## config.mk

```make
export PLATFORM = sky130hd
export DESIGN_NAME = cache_refill_ctrl
export DESIGN_NICKNAME = d
export VERILOG_FILES = /design/src/rtl/cache_pkg.sv /design/src/rtl/refill_word_ctr.sv /design/src/rtl/cache_refill_ctrl.sv
export SDC_FILE = /design/constraint.sdc
export NUM_CORES = 1
export LEC_CHECK = 0
export ABC_AREA = 1
export BUFFER_PORTS_ARGS = -buffer_cell sky130_fd_sc_hd__buf_2
export CORE_MARGIN = 5
export CORE_UTILIZATION = 30
export CTS_CLUSTER_SIZE = 12
export DETAILED_ROUTE_END_ITERATION = 7
export HOLD_SLACK_MARGIN = 0.12
export PLACE_DENSITY = 0.58
export SYNTH_ARGS = -nofsm -noshare
export SYNTH_HDL_FRONTEND = slang
export SYNTH_SLANG_ARGS = --single-unit
```

## constraint.sdc

```tcl
create_clock -name clk -period 1.4 [get_ports clk]
set_clock_uncertainty 0.1 [all_clocks]
set_input_delay 0.14 -clock clk [delete_from_list [all_inputs] [get_ports clk]]
set_output_delay 0.14 -clock clk [all_outputs]
set_load 0.005 [all_outputs]
```

## src/rtl/cache_pkg.sv

```systemverilog
// Shared cache constants, refill FSM state type and address field helpers
// used by both the cache top and the refill controller.
package cache_pkg;

   localparam int ADDR_W     = 16;
   localparam int DATA_W     = 16;
   localparam int OFFSET_W   = 2;
   localparam int INDEX_W    = 4;
   localparam int TAG_W      = ADDR_W - INDEX_W - OFFSET_W;
   localparam int LINE_WORDS = 2 ** OFFSET_W;

   typedef enum logic [1:0] {
      IDLE,
      FETCH,
      FLUSH,
      COMMIT
   } refill_state_t;

   function automatic logic [TAG_W-1:0] addr_tag(input logic [ADDR_W-1:0] addr);
      return addr[ADDR_W-1 -: TAG_W];
   endfunction

   function automatic logic [INDEX_W-1:0] addr_index(input logic [ADDR_W-1:0] addr);
      return addr[OFFSET_W +: INDEX_W];
   endfunction

   function automatic logic [OFFSET_W-1:0] addr_offset(input logic [ADDR_W-1:0] addr);
      return addr[OFFSET_W-1:0];
   endfunction

endpackage

```

## src/rtl/refill_word_ctr.sv

```systemverilog
// Word slot counter for a line refill: starts at the critical word, wraps
// around the line, and counts accepted words so the FSM knows when the line is full.
module refill_word_ctr
   import cache_pkg::*;
(
   input  logic                clk,
   input  logic                rst,
   input  logic                load,
   input  logic [OFFSET_W-1:0] offset,
   input  logic                inc,
   output logic [OFFSET_W-1:0] word,
   output logic                first,
   output logic                last
);

   logic [OFFSET_W-1:0] count;

   // The slot wraps naturally at the line boundary since it is exactly OFFSET_W bits wide.
   always_ff @(posedge clk) begin
      if (!rst) begin
         word  <= '0;
         count <= '0;
      end else if (load) begin
         word  <= offset;
         count <= '0;
      end else if (inc) begin
         word  <= word + 1'b1;
         count <= count + 1'b1;
      end
   end

   assign first = (count == '0);
   assign last  = (count == OFFSET_W'(LINE_WORDS - 1));

endmodule

```

## src/rtl/cache_refill_ctrl.sv

```systemverilog
// Miss refill engine: fetches a line critical-word-first, writes it into the
// victim way through a registered fill stage, then commits tag and valid.
module cache_refill_ctrl
   import cache_pkg::*;
(
   input  logic                clk,
   input  logic                rst,
   input  logic                miss_valid,
   input  logic [ADDR_W-1:0]   miss_addr,
   input  logic                miss_way,
   output logic                miss_ready,
   output logic                mem_req,
   output logic [ADDR_W-1:0]   mem_addr,
   input  logic                mem_ack,
   input  logic [DATA_W-1:0]   mem_rdata,
   output logic                fill_we,
   output logic                fill_way,
   output logic [INDEX_W-1:0]  fill_index,
   output logic [OFFSET_W-1:0] fill_word,
   output logic [DATA_W-1:0]   fill_data,
   output logic                crit_valid,
   output logic                tag_we,
   output logic [TAG_W-1:0]    tag_value,
   output logic                done
);

   refill_state_t state, next_state;

   logic [TAG_W-1:0]    tag_q;
   logic [INDEX_W-1:0]  index_q;
   logic                way_q;
   logic [OFFSET_W-1:0] ctr_word;
   logic                ctr_first;
   logic                ctr_last;
   logic                accept;
   logic                take;

   assign accept = (state == IDLE) && miss_valid;
   assign take   = (state == FETCH) && mem_ack;

   refill_word_ctr u_word_ctr (
      .clk    (clk),
      .rst    (rst),
      .load   (accept),
      .offset (addr_offset(miss_addr)),
      .inc    (take),
      .word   (ctr_word),
      .first  (ctr_first),
      .last   (ctr_last)
   );

   always_ff @(posedge clk) begin
      if (!rst) begin
         state <= IDLE;
      end else begin
         state <= next_state;
      end
   end

   always_comb begin
      next_state = state;
      miss_ready = 1'b0;
      mem_req    = 1'b0;
      mem_addr   = '0;
      tag_we     = 1'b0;
      tag_value  = '0;
      done       = 1'b0;
      case (state)
         IDLE: begin
            miss_ready = 1'b1;
            if (miss_valid) begin
               next_state = FETCH;
            end
         end
         FETCH: begin
            mem_req  = 1'b1;
            mem_addr = {tag_q, index_q, ctr_word};
            if (mem_ack && ctr_last) begin
               next_state = FLUSH;
            end
         end
         FLUSH: begin
            next_state = COMMIT;
         end
         COMMIT: begin
            tag_we     = 1'b1;
            tag_value  = tag_q;
            done       = 1'b1;
            next_state = IDLE;
         end
         default: begin
            next_state = IDLE;
         end
      endcase
   end

   // Way and line are frozen at accept so the fill target cannot drift mid-refill.
   always_ff @(posedge clk) begin
      if (!rst) begin
         tag_q   <= '0;
         index_q <= '0;
         way_q   <= 1'b0;
      end else if (accept) begin
         tag_q   <= addr_tag(miss_addr);
         index_q <= addr_index(miss_addr);
         way_q   <= miss_way;
      end
   end

   always_ff @(posedge clk) begin
      if (!rst) begin
         fill_we    <= 1'b0;
         crit_valid <= 1'b0;
         fill_word  <= '0;
         fill_data  <= '0;
      end else begin
         fill_we    <= take;
         crit_valid <= take && ctr_first;
         if (take) begin
            fill_word <= ctr_word;
            fill_data <= mem_rdata;
         end
      end
   end

   assign fill_way   = way_q;
   assign fill_index = index_q;

endmodule
```

* Word level (Yosys, flattened, before mapping)
Index checks and enable logic that the tools add are counted.
Word-level totals: register bits after elaboration 41, output and inout bits 55, logic and storage cells 38, input bits 37
Operators by class: $add $sub $neg 2, reductions and logical operators 9, equal/unequal tests 6, bitwise gates (word level) 1, mux-type cells 10
Operators by type and width (count):
- 2-to-1 mux 16 bit | 1
- 2-to-1 mux 10 bit | 1
- 2-to-1 mux 2 bit | 4
- one-hot mux 2 bit (4 select lines) | 1
- == test 2 bit, second input constant | 3
- adder 2 x 1 -> 2 bit, second input constant | 2
- logical AND 1 bit | 4
- logical NOT 2 bit | 2
- 2-to-1 mux 1 bit | 3
- == test 2 x 1 -> 1 bit, second input constant | 1
- != test 2 x 1 -> 1 bit, second input constant | 1
- != test 2 bit, second input constant | 1
- AND reduction 2 bit | 1
- nonzero test 2 bit | 1
- OR reduction 2 bit | 1
- NOT 1 bit | 1

* Longest topological paths before layout
depth in word-level cells 4, mapped depth 8, depth with buffers taken out 7

* By module
From an unflattened synthesis, not the netlist that was laid out.
Second synthesis, totals: cell total of the unflattened synthesis 260, area, all modules 1803.0 sq um
Modules (own cells, without submodules):
- cache_refill_ctrl | cells an instance 229, seq. area each 740.7 sq um, area each 1592.8 sq um, times used 1
- refill_word_ctr | cells an instance 31, seq. area each 80.1 sq um, area each 210.2 sq um, times used 1

* Least setup slack after synthesis
Ideal clock, no wire load.
path type register -> register, from reg state[0], to reg index_q[1], in the netlist fill_index[1], setup time 0.116 ns, data required time 1.184 ns, arrival 1.173 ns, stages on the path, launching flop included 9, buffers on the path 2, path slack 0.011 ns, clock period less this slack 1.389 ns, cell sequence dfxtp_1 -> inv_1 -> ha_1 -> nand2_1 -> buf_6 -> clkinv_4 -> buf_6 -> nor2_1 -> nor2_1
On the way: longest elaborated chain between the ends 2
RTL lines:
- from (decl) | RTL line cache_refill_ctrl.sv:27 | refill_state_t state, next_state;
- from (signal assigned) | RTL line cache_refill_ctrl.sv:56 | state <= next_state;
- logical NOT 2 bit | RTL line cache_refill_ctrl.sv:38 | assign accept = (state == IDLE) && miss_valid;
- logical AND 1 bit | RTL line cache_refill_ctrl.sv:38
- to (signal assigned) | RTL line cache_refill_ctrl.sv:105 | index_q <= addr_index(miss_addr);
- to (decl) | RTL line cache_refill_ctrl.sv:30 | logic [INDEX_W-1:0] index_q;
Every way passes these cells. A chain may end at the register's enable or synchronous reset.

* Final worst setup path
from reg state[1], to out mem_addr[11]
On the way: longest elaborated chain between the ends 2
RTL lines:
- == test 2 x 1 -> 1 bit | RTL line cache_refill_ctrl.sv:68 | case (state)
- 2-to-1 mux 16 bit | RTL line cache_refill_ctrl.sv:68
- to (decl) | RTL line cache_refill_ctrl.sv:13 | output logic [ADDR_W-1:0] mem_addr,
Every way passes these cells.

==> results.py <==
metrics = {
    "status": {
        "outcome": "finished with violations",
        "violated_checks": "negative setup slack",
    },
    "synthesis": {
        "flop_and_latch_count_out_of_synthesis": 41,
        "yosys-top-cells-area": "sky130_fd_sc_hd__dfxtp_1 46%, sky130_fd_sc_hd__nor2_1 14%, sky130_fd_sc_hd__nand2_1 9.0%",
        "synth.net_count": 300,
        "synth.largest_area_cell": "sky130_fd_sc_hd__dfxtp_1",
        "cells_after_synth": 257,
        "post_synth_edffs": 0,
        "ys_seq_area_share_pct": 45.9,
        "post_synth_most_frequent_cells": "69 x sky130_fd_sc_hd__nor2_1, 43 x sky130_fd_sc_hd__nand2_1, 41 x sky130_fd_sc_hd__dfxtp_1, 37 x sky130_fd_sc_hd__inv_1, 31 x sky130_fd_sc_hd__o21ai_0",
        "synth.yosys.warnings": 0,
        "synth.lib_cells_used.distinct": 17,
        "synth.cell_area_um2": 1790,
        "main_flop_type_after_synthesis": "sky130_fd_sc_hd__dfxtp_1",
        "synth.avg_cell_area_um2": 6.96,
        "asyncSetResetFlopFracSynth_pct": 0,
        "synthMostInstantiatedCell": "sky130_fd_sc_hd__nor2_1",
        "synth_top_cell_area_share_pct": 45.9,
    },
    "timing": {
        "relSlewSlack_pct": 79.0,
        "hold_viol_final": 0,
        "report.final.slew_viol_count": 0,
        "setup_viol": 29,
        "tightest_hold_margin_ns": 0.129,
        "min_period_over_period_pct": 105,
        "finalCriticalPeriod_ns": 1.46,
        "fmax_ghz": 0.683,
        "worst_path_setup_slack_after_routing_ns": -0.0638,
        "grt_setup_unrepaired": "true",
        "worst_slew_pin_slew_ns": 0.316,
    },
    "die": {
        "die_area_um2": 7610,
        "num_rows": 28,
        "core_um2": 5850,
        "die-width_um": 87.2,
        "die_height_um": 87.2,
        "start_util_pct": 30.6,
        "num_io_pins": 92,
    },
    "placed_design": {
        "dp.final_hpwl_mm": 3.60,
        "routability_cong": 0.781,
        "port-buffer-count": 91,
    },
    "global_route": {
        "vias_in_the_first_global_route": 1938,
        "overflow": 0,
        "grt_first_pass_wirelength_mm": 8.46,
        "grt_antenna_before_repair": 0,
        "grt_util_all_layers_pct": 13.9,
        "grt_start_max_net_pins": 21,
    },
    "worst_setup_path": {
        "regToRegSetupSlack_ns": 0.05,
        "timing.critical_path.from": "state[1]$_SDFFE_PN0P_",
        "end_kind": "primary output",
        "r2r-end": "u_word_ctr.word[1]$_SDFFE_PN0P_",
        "worstPathArrival_ns": 1.22,
        "critical_path.startpoint_type": "flop",
        "worstPathRequired_ns": 1.16,
        "critical-path-slowest-cell": "sky130_fd_sc_hd__dfxtp_2",
        "ff2ff_path_depth": 8,
        "timing.critical_path.fanout_max": 12,
        "ff_to_ff_start": "state[0]$_SDFFE_PN0P_",
        "critPathCapture": "mem_addr[11]",
        "slowest_delay_ns": 0.33,
        "cp_cell_sequence": "inv_2, ha_4, buf_8, nand2_1, inv_1, buf_2",
        "criticalPathCategory": "flop to primary output",
    },
    "clock_network": {
        "cts_buffer_depth": 2,
        "htree_levels": 2,
        "cts_tree": "built",
        "cts.sinks": 41,
        "numCtsBuffers": 5,
        "cts.root.buffer_cell": "sky130_fd_sc_hd__clkbuf_8",
        "clk_pin_slew_ns": 0.07,
        "clock_latency_ns": 0.28,
    },
    "power": {
        "fin_total_pwr_w": 0.00412,
        "leakagePower_nw": 1.67,
        "power.density_nw_per_um2": 1390,
        "maximum_vdd_drop_uv": 685,
    },
    "min_path": {
        "min-delay-path-class": "primary input to flop",
    },
    "routing": {
        "total_number_of_vias": 1942,
        "postRouteWirelength_mm": 5.15,
        "detail_route.wl_per_cell_um": 11.0,
        "drtPass1Iterations": 4,
        "drc": 0,
        "drt_iter0_markers": 31,
        "drtAntennaViolNets": 0,
        "route.detailed.vias_per_inst": 4.15,
    },
    "job": {
        "max_cap_viol_count": 0,
    },
    "layout": {
        "diodes": 0,
        "drive_gt1_share_pct": 36.6,
        "net_total_in_the_final_layout": 435,
        "layout-area-overhead-vs-synth_pct": 65.5,
        "finalCoreUtilization_pct": 50.6,
    },
}
worst min path at each step:
stage / slack (ns) / start / cells after the start / endpoint
after floorplan: 0.19 / miss_addr[0] / 2 / u_word_ctr.word[0]$_SDFFE_PN0P_
after global placement: 0.29 / mem_rdata[9] / 3 / fill_data[9]$_SDFFE_PN0P_
after detailed placement: 0.29 / mem_rdata[8] / 3 / fill_data[8]$_SDFFE_PN0P_
after CTS: 0.13 / rst / 3 / state[1]$_SDFFE_PN0P_
after global routing: 0.14 / rst / 3 / state[0]$_SDFFE_PN0P_
final: 0.13 / rst / 3 / state[1]$_SDFFE_PN0P_
routing by layer:
layer / GRT usage [%] / up-vias / wire (um)
li1: - / 1043 / -
met1: 16.6 / 814 / 2220
met2: 24.0 / 80 / 2330
met3: 4.64 / 5 / 554
met4: 3.35 / 0 / 44
met5: 0 / - / 0
state kept, by name, indices dropped and copies added, names as in the netlist:
register and flops:
state 2, u_word_ctr.count 2, fill_index 4, fill_way 1
fill_we 1, fill_word 2, crit_valid 1, u_word_ctr.word 2
tag_q 10, fill_data 16
timing repair:
item / 4_1_cts / 5_1_grt
pin swaps: 5 / 2
hold buffers: 33 / 0
gates resized for setup: 16 / 36
setup endpoints to repair: 32 / 68
setup buffers: 1 / 1
gates cloned: 0 / 3
hold endpoints to repair: 33 / 0
logic make-up after synthesis:
logic type	count (synthesis)	share of synthesized area [%]
AOI/OAI and AO/OA	38	10.6
adders and majority gates	6	4.20
buffers and inverters	53	13.6
DFF	41	45.9
and+or+nand+nor	119	25.7
where the power goes:
part,switching [W],internal [W]
Combinational,0.000814,0.000834
Sequential,0.000203,0.00145
Clock,0.000379,0.000445
through the flow:
stage / cells / area [um^2] / setup TNS, ns / setup WS [ns]
4_1_cts: 464 / 2850 / -1.32 / -0.0587
6_report: 468 / 2960 / -0.905 / -0.0638
2_1_floorplan: 257 / 1790 / 0 / 0.0110
3_3_place_gp: 422 / 2360 / 0 / 0.0580
5_1_grt: 468 / 2960 / -3.73 / -0.145
3_5_place_dp: 422 / 2360 / 0 / 0.0111
cell type report:
cell class / instances / area (um^2)
fill: 580 / 2890
timing repair buffer: 142 / 987
sequential: 41 / 826
multi-input combinational: 163 / 797
inverter: 38 / 150
clock buffer: 7 / 96.3
tap: 75 / 93.8
timing repair inverter: 1 / 6.26
clock inverter: 1 / 5.00
critical path, delay by kind of cell (launching register included):
kind / cells / cell delay [ns]
simple gates: 1 / 0.06
flops: 1 / 0.33
fa+ha+maj: 1 / 0.16
buf+inv: 4 / 0.39
cell usage in the layout, fill, tap and decap left out, types with 2 or more instances in the layout:
cell type                       count
sky130_fd_sc_hd__nand2_1           38
sky130_fd_sc_hd__buf_4             11
sky130_fd_sc_hd__o21ai_1           18
sky130_fd_sc_hd__clkbuf_16          2
sky130_fd_sc_hd__a21oi_1            5
sky130_fd_sc_hd__nor2_1            57
sky130_fd_sc_hd__ha_4               2
sky130_fd_sc_hd__o21ai_0           15
sky130_fd_sc_hd__dfxtp_1           39
sky130_fd_sc_hd__ha_1               4
sky130_fd_sc_hd__dlygate4sd3_1     33
sky130_fd_sc_hd__buf_6              3
sky130_fd_sc_hd__nand3_1            5
sky130_fd_sc_hd__buf_2             91
sky130_fd_sc_hd__nand2_2            4
sky130_fd_sc_hd__inv_4              2
sky130_fd_sc_hd__clkbuf_8           7
sky130_fd_sc_hd__inv_2              3
sky130_fd_sc_hd__inv_1             33
sky130_fd_sc_hd__nor2_2            12
Note: power is estimated with default switching activity, not from simulation.
